File: config.mk
export PLATFORM = sky130hd
export DESIGN_NAME = bram_mp_rnw1
export DESIGN_NICKNAME = d
export VERILOG_FILES = /design/src/rtl/bram_mp_rnw1.sv
export SDC_FILE = /design/constraint.sdc
export NUM_CORES = 1
export LEC_CHECK = 0
export CELL_PAD_IN_SITES_DETAIL_PLACEMENT = 1
export CELL_PAD_IN_SITES_GLOBAL_PLACEMENT = 1
export CORE_ASPECT_RATIO = 0.75
export CORE_UTILIZATION = 56
export DETAILED_ROUTE_END_ITERATION = 8
export PLACE_DENSITY = 0.81
export SLEW_MARGIN = 20
export SYNTH_ARGS = -nofsm -noshare
export SYNTH_HDL_FRONTEND = slang
export SYNTH_SLANG_ARGS = --single-unit
File: constraint.sdc
create_clock -name clk -period 5.4 [get_ports clk]
set_input_delay 1.08 -clock clk [delete_from_list [all_inputs] [get_ports clk]]
set_output_delay 1.08 -clock clk [all_outputs]
set_load 0.05 [all_outputs]
File: src/rtl/bram_mp_rnw1.sv
// bram_mp_rnw1: block RAM with one byte-masked write port and NRP read ports
// sharing a common read enable. Reads are registered (1-cycle latency) and the
// array itself is read-first; optional write-to-read forwarding is applied at
// the output stage from a registered hit flag plus the captured write data and
// byte enables. An optional post-reset clear zeroes every entry.
//
// Ports:
//   clk          rising-edge clock
//   rst          asynchronous, active-high reset
//   i_wren       write enable
//   i_wben       byte-lane write enables (bit k -> data bits [8k+7:8k])
//   i_waddr      write address
//   i_wdata      write data
//   i_rden       read enable shared by all read ports
//   i_raddr      read addresses, port p at [p*ADW +: ADW]
//   o_rdata      read data, port p at [p*DTW +: DTW]
//   o_rvalid     o_rdata was updated by a read accepted in the previous cycle
//   o_init_busy  clear in progress; all requests are ignored while high
module bram_mp_rnw1 #(
  parameter int DTW       = 32,
  parameter int DPT       = 32,
  parameter int NRP       = 2,
  parameter int WR_BYPASS = 1,
  parameter int INIT_CLR  = 1,
  localparam int ADW      = $clog2(DPT)
) (
  input  logic                 clk,
  input  logic                 rst,
  input  logic                 i_wren,
  input  logic [DTW/8-1:0]     i_wben,
  input  logic [ADW-1:0]       i_waddr,
  input  logic [DTW-1:0]       i_wdata,
  input  logic                 i_rden,
  input  logic [NRP*ADW-1:0]   i_raddr,
  output logic [NRP*DTW-1:0]   o_rdata,
  output logic                 o_rvalid,
  output logic                 o_init_busy
);

  localparam int NBL    = DTW / 8;
  localparam int DPT_2N = 2 ** ADW;
  localparam logic [ADW-1:0] CNT_LAST = ADW'(DPT_2N - 1);

  typedef enum logic {CLR, RDY} state_t;
  localparam state_t RST_STATE = (INIT_CLR != 0) ? CLR : RDY;

  state_t         state;
  logic [ADW-1:0] clr_cnt;

  (* ram_style = "block" *) logic [DTW-1:0] ram [DPT_2N];

  logic [ADW-1:0] raddr_p0 [NRP];
  logic           clr_we_p0;
  logic           wr_acc_p0;
  logic           rd_acc_p0;

  logic [DTW-1:0] raw_p1 [NRP];
  logic [NRP-1:0] hit_p1;
  logic [DTW-1:0] wdata_p1;
  logic [NBL-1:0] wben_p1;
  logic           vld_p1;
  logic           data_ok_p1;

  // ---- stage p0: request acceptance and controller ----
  always_comb begin
    for (int p = 0; p < NRP; p++) raddr_p0[p] = i_raddr[p*ADW +: ADW];
  end

  assign o_init_busy = (state == CLR);
  // rst is folded in so nothing reaches the array while reset is held
  assign clr_we_p0   = o_init_busy & ~rst;
  assign wr_acc_p0   = i_wren & ~o_init_busy & ~rst;
  assign rd_acc_p0   = i_rden & ~o_init_busy & ~rst;

  always_ff @(posedge clk or posedge rst) begin
    if (rst) begin
      state   <= RST_STATE;
      clr_cnt <= '0;
    end else if (state == CLR) begin
      clr_cnt <= clr_cnt + ADW'(1);
      if (clr_cnt == CNT_LAST) state <= RDY;
    end
  end

  always_ff @(posedge clk) begin
    if (clr_we_p0) begin
      ram[clr_cnt] <= '0;
    end else if (wr_acc_p0) begin
      for (int k = 0; k < NBL; k++)
        if (i_wben[k]) ram[i_waddr][8*k +: 8] <= i_wdata[8*k +: 8];
    end
  end

  // ---- stage p1: read-first array output plus forwarding capture ----
  always_ff @(posedge clk) begin
    if (rd_acc_p0)
      for (int p = 0; p < NRP; p++) raw_p1[p] <= ram[raddr_p0[p]];
  end

  always_ff @(posedge clk or posedge rst) begin
    if (rst) begin
      hit_p1     <= '0;
      wdata_p1   <= '0;
      wben_p1    <= '0;
      vld_p1     <= 1'b0;
      data_ok_p1 <= 1'b0;
    end else begin
      vld_p1 <= rd_acc_p0;
      if (rd_acc_p0) begin
        data_ok_p1 <= 1'b1;
        wdata_p1   <= i_wdata;
        wben_p1    <= wr_acc_p0 ? i_wben : '0;
        for (int p = 0; p < NRP; p++)
          hit_p1[p] <= (WR_BYPASS != 0) && wr_acc_p0 && (raddr_p0[p] == i_waddr);
      end
    end
  end

  // raw_p1 has no reset, so data_ok_p1 keeps o_rdata at zero until the first
  // read after reset; all merge inputs only change on an accepted read, so the
  // output holds otherwise.
  always_comb begin
    o_rdata = '0;
    for (int p = 0; p < NRP; p++) begin
      for (int k = 0; k < NBL; k++) begin
        if (hit_p1[p] && wben_p1[k])
          o_rdata[p*DTW + 8*k +: 8] = wdata_p1[8*k +: 8];
        else
          o_rdata[p*DTW + 8*k +: 8] = raw_p1[p][8*k +: 8];
      end
      if (!data_ok_p1) o_rdata[p*DTW +: DTW] = '0;
    end
  end

  assign o_rvalid = vld_p1;

endmodule
==> results of run 1 <==
==> layer usage <==
metal | up-vias | routed length (um) | global-route usage
met2 | 2519 | 83000 | 0.559
met4 | 8 | 5260 | 0.110
met3 | 344 | 21500 | 0.101
met5 | - | 61 | 0
li1 | 15800 | - | -
met1 | 20200 | 78900 | 0.550
==> flip-flops by register name, summed over array words and instances, names as in the netlist <==
signal      cells
hit_p1          2
wben_p1         4
raw_p1         64
state           1
ram          1024
o_rvalid        1
data_ok_p1      1
clr_cnt         5
wdata_p1       32
==> kinds of logic after synthesis <==
family                   after synthesis  share of synthesized area
flip-flops                          1134                      0.621
multiplexers                        1028                      0.189
AO/OA/AOI/OAI                        666                     0.0866
adder cells (fa/ha/maj)                2                   0.000459
buffers and inverters                309                     0.0257
XOR/XNOR                              13                    0.00209
AND/OR/NAND/NOR                      914                     0.0752
==> cell usage in the layout, fill, tap and decap left out, drive strengths merged, types with 8 or more instances in the layout <==
cell / count
a22oi: 192
and2: 34
nor2: 133
a21oi: 197
nand2b: 9
a21boi: 64
nor3: 73
clkbuf: 159
dfrtp: 46
nor2b: 8
xnor2: 10
a31oi: 73
nor4: 8
clkdlybuf4s50: 118
nand2: 383
a22o: 128
clkinv: 38
buf: 140
edfxtp: 1088
mux2i: 1025
nand3: 257
==> through the flow <==
step | hold slack (ns) | setup WS, ns | total power [mW] | cell area, um2
floorplan | 0.467 | 0.212 | 11.0 | 54500
global placement | 0.480 | 0.866 | 11.7 | 57400
detailed placement | 0.497 | 0.777 | 11.7 | 57400
CTS | 0.516 | 0.859 | 19.3 | 60900
global route | 0.549 | 0.663 | 19.7 | 61000
finish | 0.511 | 0.819 | 19.4 | 61000
==> worst min path at each step <==
stage,startpoint,to
2_1_floorplan,wdata_p1[10]$_DFFE_PP0P_,wdata_p1[10]$_DFFE_PP0P_
3_3_place_gp,wdata_p1[15]$_DFFE_PP0P_,wdata_p1[15]$_DFFE_PP0P_
3_5_place_dp,wdata_p1[17]$_DFFE_PP0P_,wdata_p1[17]$_DFFE_PP0P_
4_1_cts,wdata_p1[27]$_DFFE_PP0P_,wdata_p1[27]$_DFFE_PP0P_
5_1_grt,wdata_p1[4]$_DFFE_PP0P_,wdata_p1[4]$_DFFE_PP0P_
6_report,wdata_p1[29]$_DFFE_PP0P_,wdata_p1[29]$_DFFE_PP0P_
==> critical path, cell delays in order, from the launching register on <==
cell	delay, ns
dfrtp_1	0.62
nand2_1	0.49
nand2_1	0.10
a21boi_0	0.63
clkdlybuf4s50_1	0.95
==> power breakdown <==
part / switching (mW) / internal [mW] / total (mW)
clock network: 3.46 / 4.30 / 7.76
registers: 0.0605 / 9.69 / 9.75
logic: 1.27 / 0.596 / 1.86
total: 4.78 / 14.6 / 19.4
==> final cells by class <==
type,instances,area share
sequential,1134,0.555
multi-input combinational,2623,0.318
clock buffer,159,0.0507
timing repair buffer,258,0.0429
tap,1300,0.0267
clock inverter,48,0.00694
inverter,4,0.000308
antenna,1,0.0000410
==> impl_metrics.ini, run 1 <==
[power_and_ir_drop]
ir_worst_vdd_uv = 328
p_leak_nw = 23.3
power.density_nw_per_um2 = 318

[worst_setup_path]
reg2reg_slack_ns = 1.70
critPathLaunch = wben_p1[1]$_DFFE_PP0P_
r2r_start = state$_DFF_PP0_
required_ns = 4.32
crit_path_max_fanout = 8
crit_arrival_ns = 3.50
worst_setup_path_start_kind = register
crit_type = reg2out
rr_worst_depth = 6
rr_endpoint = ram[29][13]$_DFFE_PP_
cp-endpoint = o_rdata[15]
cp-end-kind = primary output

[detailed_routing]
drt_wl_total_um = 189000
vias = 38900
drt-wirelength-per-cell_um = 34.1
firstDrtPassIters = 6
detail_route.vias_per_cell = 7.03
drc_errors = 0
ant_nets = 0
initialDrtViolationCount = 5328

[timing]
fmax_mhz = 218
setup_viol = 0
slew_violations = 0
finalCritPeriodShare = 0.848
slew_headroom = 0.183
fin_tns_setup_ns = 0
skew_ns = 0.0310
rsz0062_at_grt = no
hold_viol = 0
tightest_slew_ns = 1.22
min_period_ns = 4.58

[place]
hpwl_um = 121000
place_inst = 5318
gp_congestion = 0.906
port_buffers = 120

[clocking]
cts_setup_buffers = 0
clk_pin_slew_ns = 0.06
ctsResizeCount = 0
htreeDepth = 3
clk_latency_ns = 0.73
root_buffer = clkbuf_16
cts_sinks = 1134
cts_buffer_depth = 3
cts_buffers = 110
cts_hold_buf = 0
cts_tree = done

[global_routing]
grt_pass1_vias = 39000
track_usage = 0.379
grt_pass1_wl_um = 272000
grt_max_degree = 76
antenna_found_initial = 3
gr-total-overflow = 0

[synthesis]
ys_seq_area_frac = 0.621
syn_avg_cell_area_um2 = 13.4
netlist_top_cells_count = edfxtp_1, mux2i_1, nand2_1
synth_top_cell_by_area = edfxtp_1
syn_area_um2 = 54500
synthArstFlopShare = 0.0406
yosys.cell_types.count = 46
synth.top_cell.area_share = 0.600
synth_ff_type = edfxtp_1
ys_warn_count = 0
synth.most_common_cell = edfxtp_1
synthesis.nets = 4123
synth_edf_count = 1088
ys_seq_elements = 1134
synth_area_leaders = edfxtp_1, mux2i_1, a22oi_1
synth_cells = 4066

[finish]
regArea_um2 = 33800
fin_cells = 5527
drive_gt1_frac = 0.0847
final_util = 0.636
syn2layout_area_growth_pct = 11.9
multiInputGateArea_um2 = 19400
fillers = 9013
fin_nets = 4188

[floorplan]
start_util = 0.568
die_w_um = 362
die_area_um2 = 98600
rows = 98
ios = 121
core_area_um2 = 95900
die_h_um = 272

[run]
drv_cap = 0

[status]
status = finished clean

[worst_hold_path]
hp-class = reg2reg
hold_depth = 2
Note: power is estimated with default switching activity, not from simulation.
==> inputs of run 2 (changes only) <==
--- a/config.mk
+++ b/config.mk
@@ -8,9 +8,9 @@
 export CELL_PAD_IN_SITES_DETAIL_PLACEMENT = 1
 export CELL_PAD_IN_SITES_GLOBAL_PLACEMENT = 1
 export CORE_ASPECT_RATIO = 0.75
-export CORE_UTILIZATION = 56
+export CORE_UTILIZATION = 47
 export DETAILED_ROUTE_END_ITERATION = 8
-export PLACE_DENSITY = 0.81
+export PLACE_DENSITY = 0.72
 export SLEW_MARGIN = 20
 export SYNTH_ARGS = -nofsm -noshare
 export SYNTH_HDL_FRONTEND = slang
==> constraint.sdc (replaced) <==
create_clock -name clk -period 3.75 [get_ports clk]
set_input_delay 0.75 -clock clk [delete_from_list [all_inputs] [get_ports clk]]
set_output_delay 0.75 -clock clk [all_outputs]
set_load 0.05 [all_outputs]
==> impl_metrics.ini, run 2 (synthesis results as in run 1) <==
[place]
place_inst = 5660
dp_slack_ns = -0.0548
port_buffers = 120
gp_congestion = 0.863
hpwl_um = 124000
placed_cell_area_um2 = 59000

[clocking]
root_buffer = clkbuf_16
cts_buffers = 112
cts_tree = done
cts_sinks = 1134
htreeDepth = 3
clk_pin_slew_ns = 0.06
cts_buffer_depth = 3
cts_hold_buf = 0
clk_latency_ns = 0.74

[worst_setup_path]
crit_path_top_delay_cell = clkdlybuf4s50_1
path_common_cell = nand2_1
required_ns = 3.00
reg2reg_slack_ns = 0.83
worst_setup_path_start_kind = register
crit_arrival_ns = 2.95
crit_path_max_fanout = 8
max_stage_delay_ns = 0.88
crit_type = reg2out
crit_chain = nand2_1 -> nand2_1 -> a21boi_0 -> clkdlybuf4s50_1
cp-end-kind = primary output

[power_and_ir_drop]
power.density_nw_per_um2 = 455
ir_worst_vdd_uv = 495
finalPower_mw = 28.6
p_leak_nw = 24.2

[finish]
fin_cells = 5872
regMostFlops = ram
drive_gt1_frac = 0.112
finalInstanceArea_um2 = 62900
layout_common_cells = edfxtp_1, mux2i_1, nand2_1
largestRegisters = ram: 1024 flops, raw_p1: 64 flops, wdata_p1: 32 flops
final_common_cell = edfxtp_1
fin_nets = 4305
syn2layout_area_growth_pct = 15.4
largest_reg_flops = 1024
final_util = 0.550

[detailed_routing]
vias = 37500
drc_errors = 0
ant_nets = 0
firstDrtPassIters = 5
detail_route.vias_per_cell = 6.38
drt-wirelength-per-cell_um = 31.2
initialDrtViolationCount = 3846
drt_wl_total_um = 183000

[timing]
fmax_mhz = 271
tightest_slew_ns = 0.980
fin_tns_setup_ns = 0
rsz0062_at_grt = no
skew_ns = 0.0320
slew_violations = 0
slew_headroom = 0.347
hold_viol = 0
timing.final.ws_setup_ns = 0.0549
finalCritPeriodShare = 0.985
setup_viol = 0
fin_hold_ws_ns = 0.508
min_period_ns = 3.70

[floorplan]
die_w_um = 395
start_util = 0.477
die_h_um = 297
die_area_um2 = 117000
rows = 107
core_area_um2 = 114000
ios = 121

[global_routing]
grt_max_degree = 66
track_usage = 0.306
antenna_found_initial = 6
grt_pass1_wl_um = 264000
grt_pass1_vias = 37900
gr-total-overflow = 0

[status]
status = finished clean

[worst_hold_path]
hp-class = reg2reg

[run]
drv_cap = 0
-- run 2: power by group --
group / internal (mW) / total [mW] / leakage [nW] / switching [mW]
sequential: 14.0 / 14.0 / 11.1 / 0.0804
combinational: 0.962 / 2.79 / 11.3 / 1.82
clock: 6.83 / 11.8 / 1.86 / 4.96
total: 21.7 / 28.6 / 24.2 / 6.87
-- run 2: routing by layer --
layer / global-route usage / wire (um)
met3: 0.0624 / 15900
met4: 0.0784 / 4370
met1: 0.457 / 81900
met5: 0 / 80
met2: 0.453 / 80800
-- run 2: worst paths after layout --
path / cells past startpoint / start / endpoint
setup / recovery: 4 / hit_p1[1]$_DFFE_PP0P_ / o_rdata[57]
hold / removal: 2 / wdata_p1[14]$_DFFE_PP0P_ / wdata_p1[14]$_DFFE_PP0P_
setup reg to reg: 7 / state$_DFF_PP0_ / ram[15][26]$_DFFE_PP_
hold reg to reg: 2 / wdata_p1[14]$_DFFE_PP0P_ / wdata_p1[14]$_DFFE_PP0P_
max in group asynchronous: 4 / rst / data_ok_p1$_DFFE_PP0P_
min in group asynchronous: 4 / rst / wdata_p1[13]$_DFFE_PP0P_
-- run 2: timing repair --
item | in CTS | in global routing
buffers inserted | 0 | 0
setup endpoints to repair | 40 | 8
resized for setup | 23 | 8
-- run 2: layout make-up --
type / instances / area [um2]
antenna: 1 / 2.50
clock buffer: 161 / 3210
clock inverter: 50 / 592
fill: 11100 / 51300
inverter: 4 / 21.3
multi-input combinational: 2623 / 19300
sequential: 1134 / 33800
tap: 1526 / 1910
timing repair buffer: 373 / 3930
-- run 2: critical path: cells and delay by family, from the launching register on --
family	cells	cell delay, ns
flip-flops	1	0.65
AO/OA/AOI/OAI	1	0.27
AND/OR/NAND/NOR	2	0.41
buffers and inverters	1	0.88
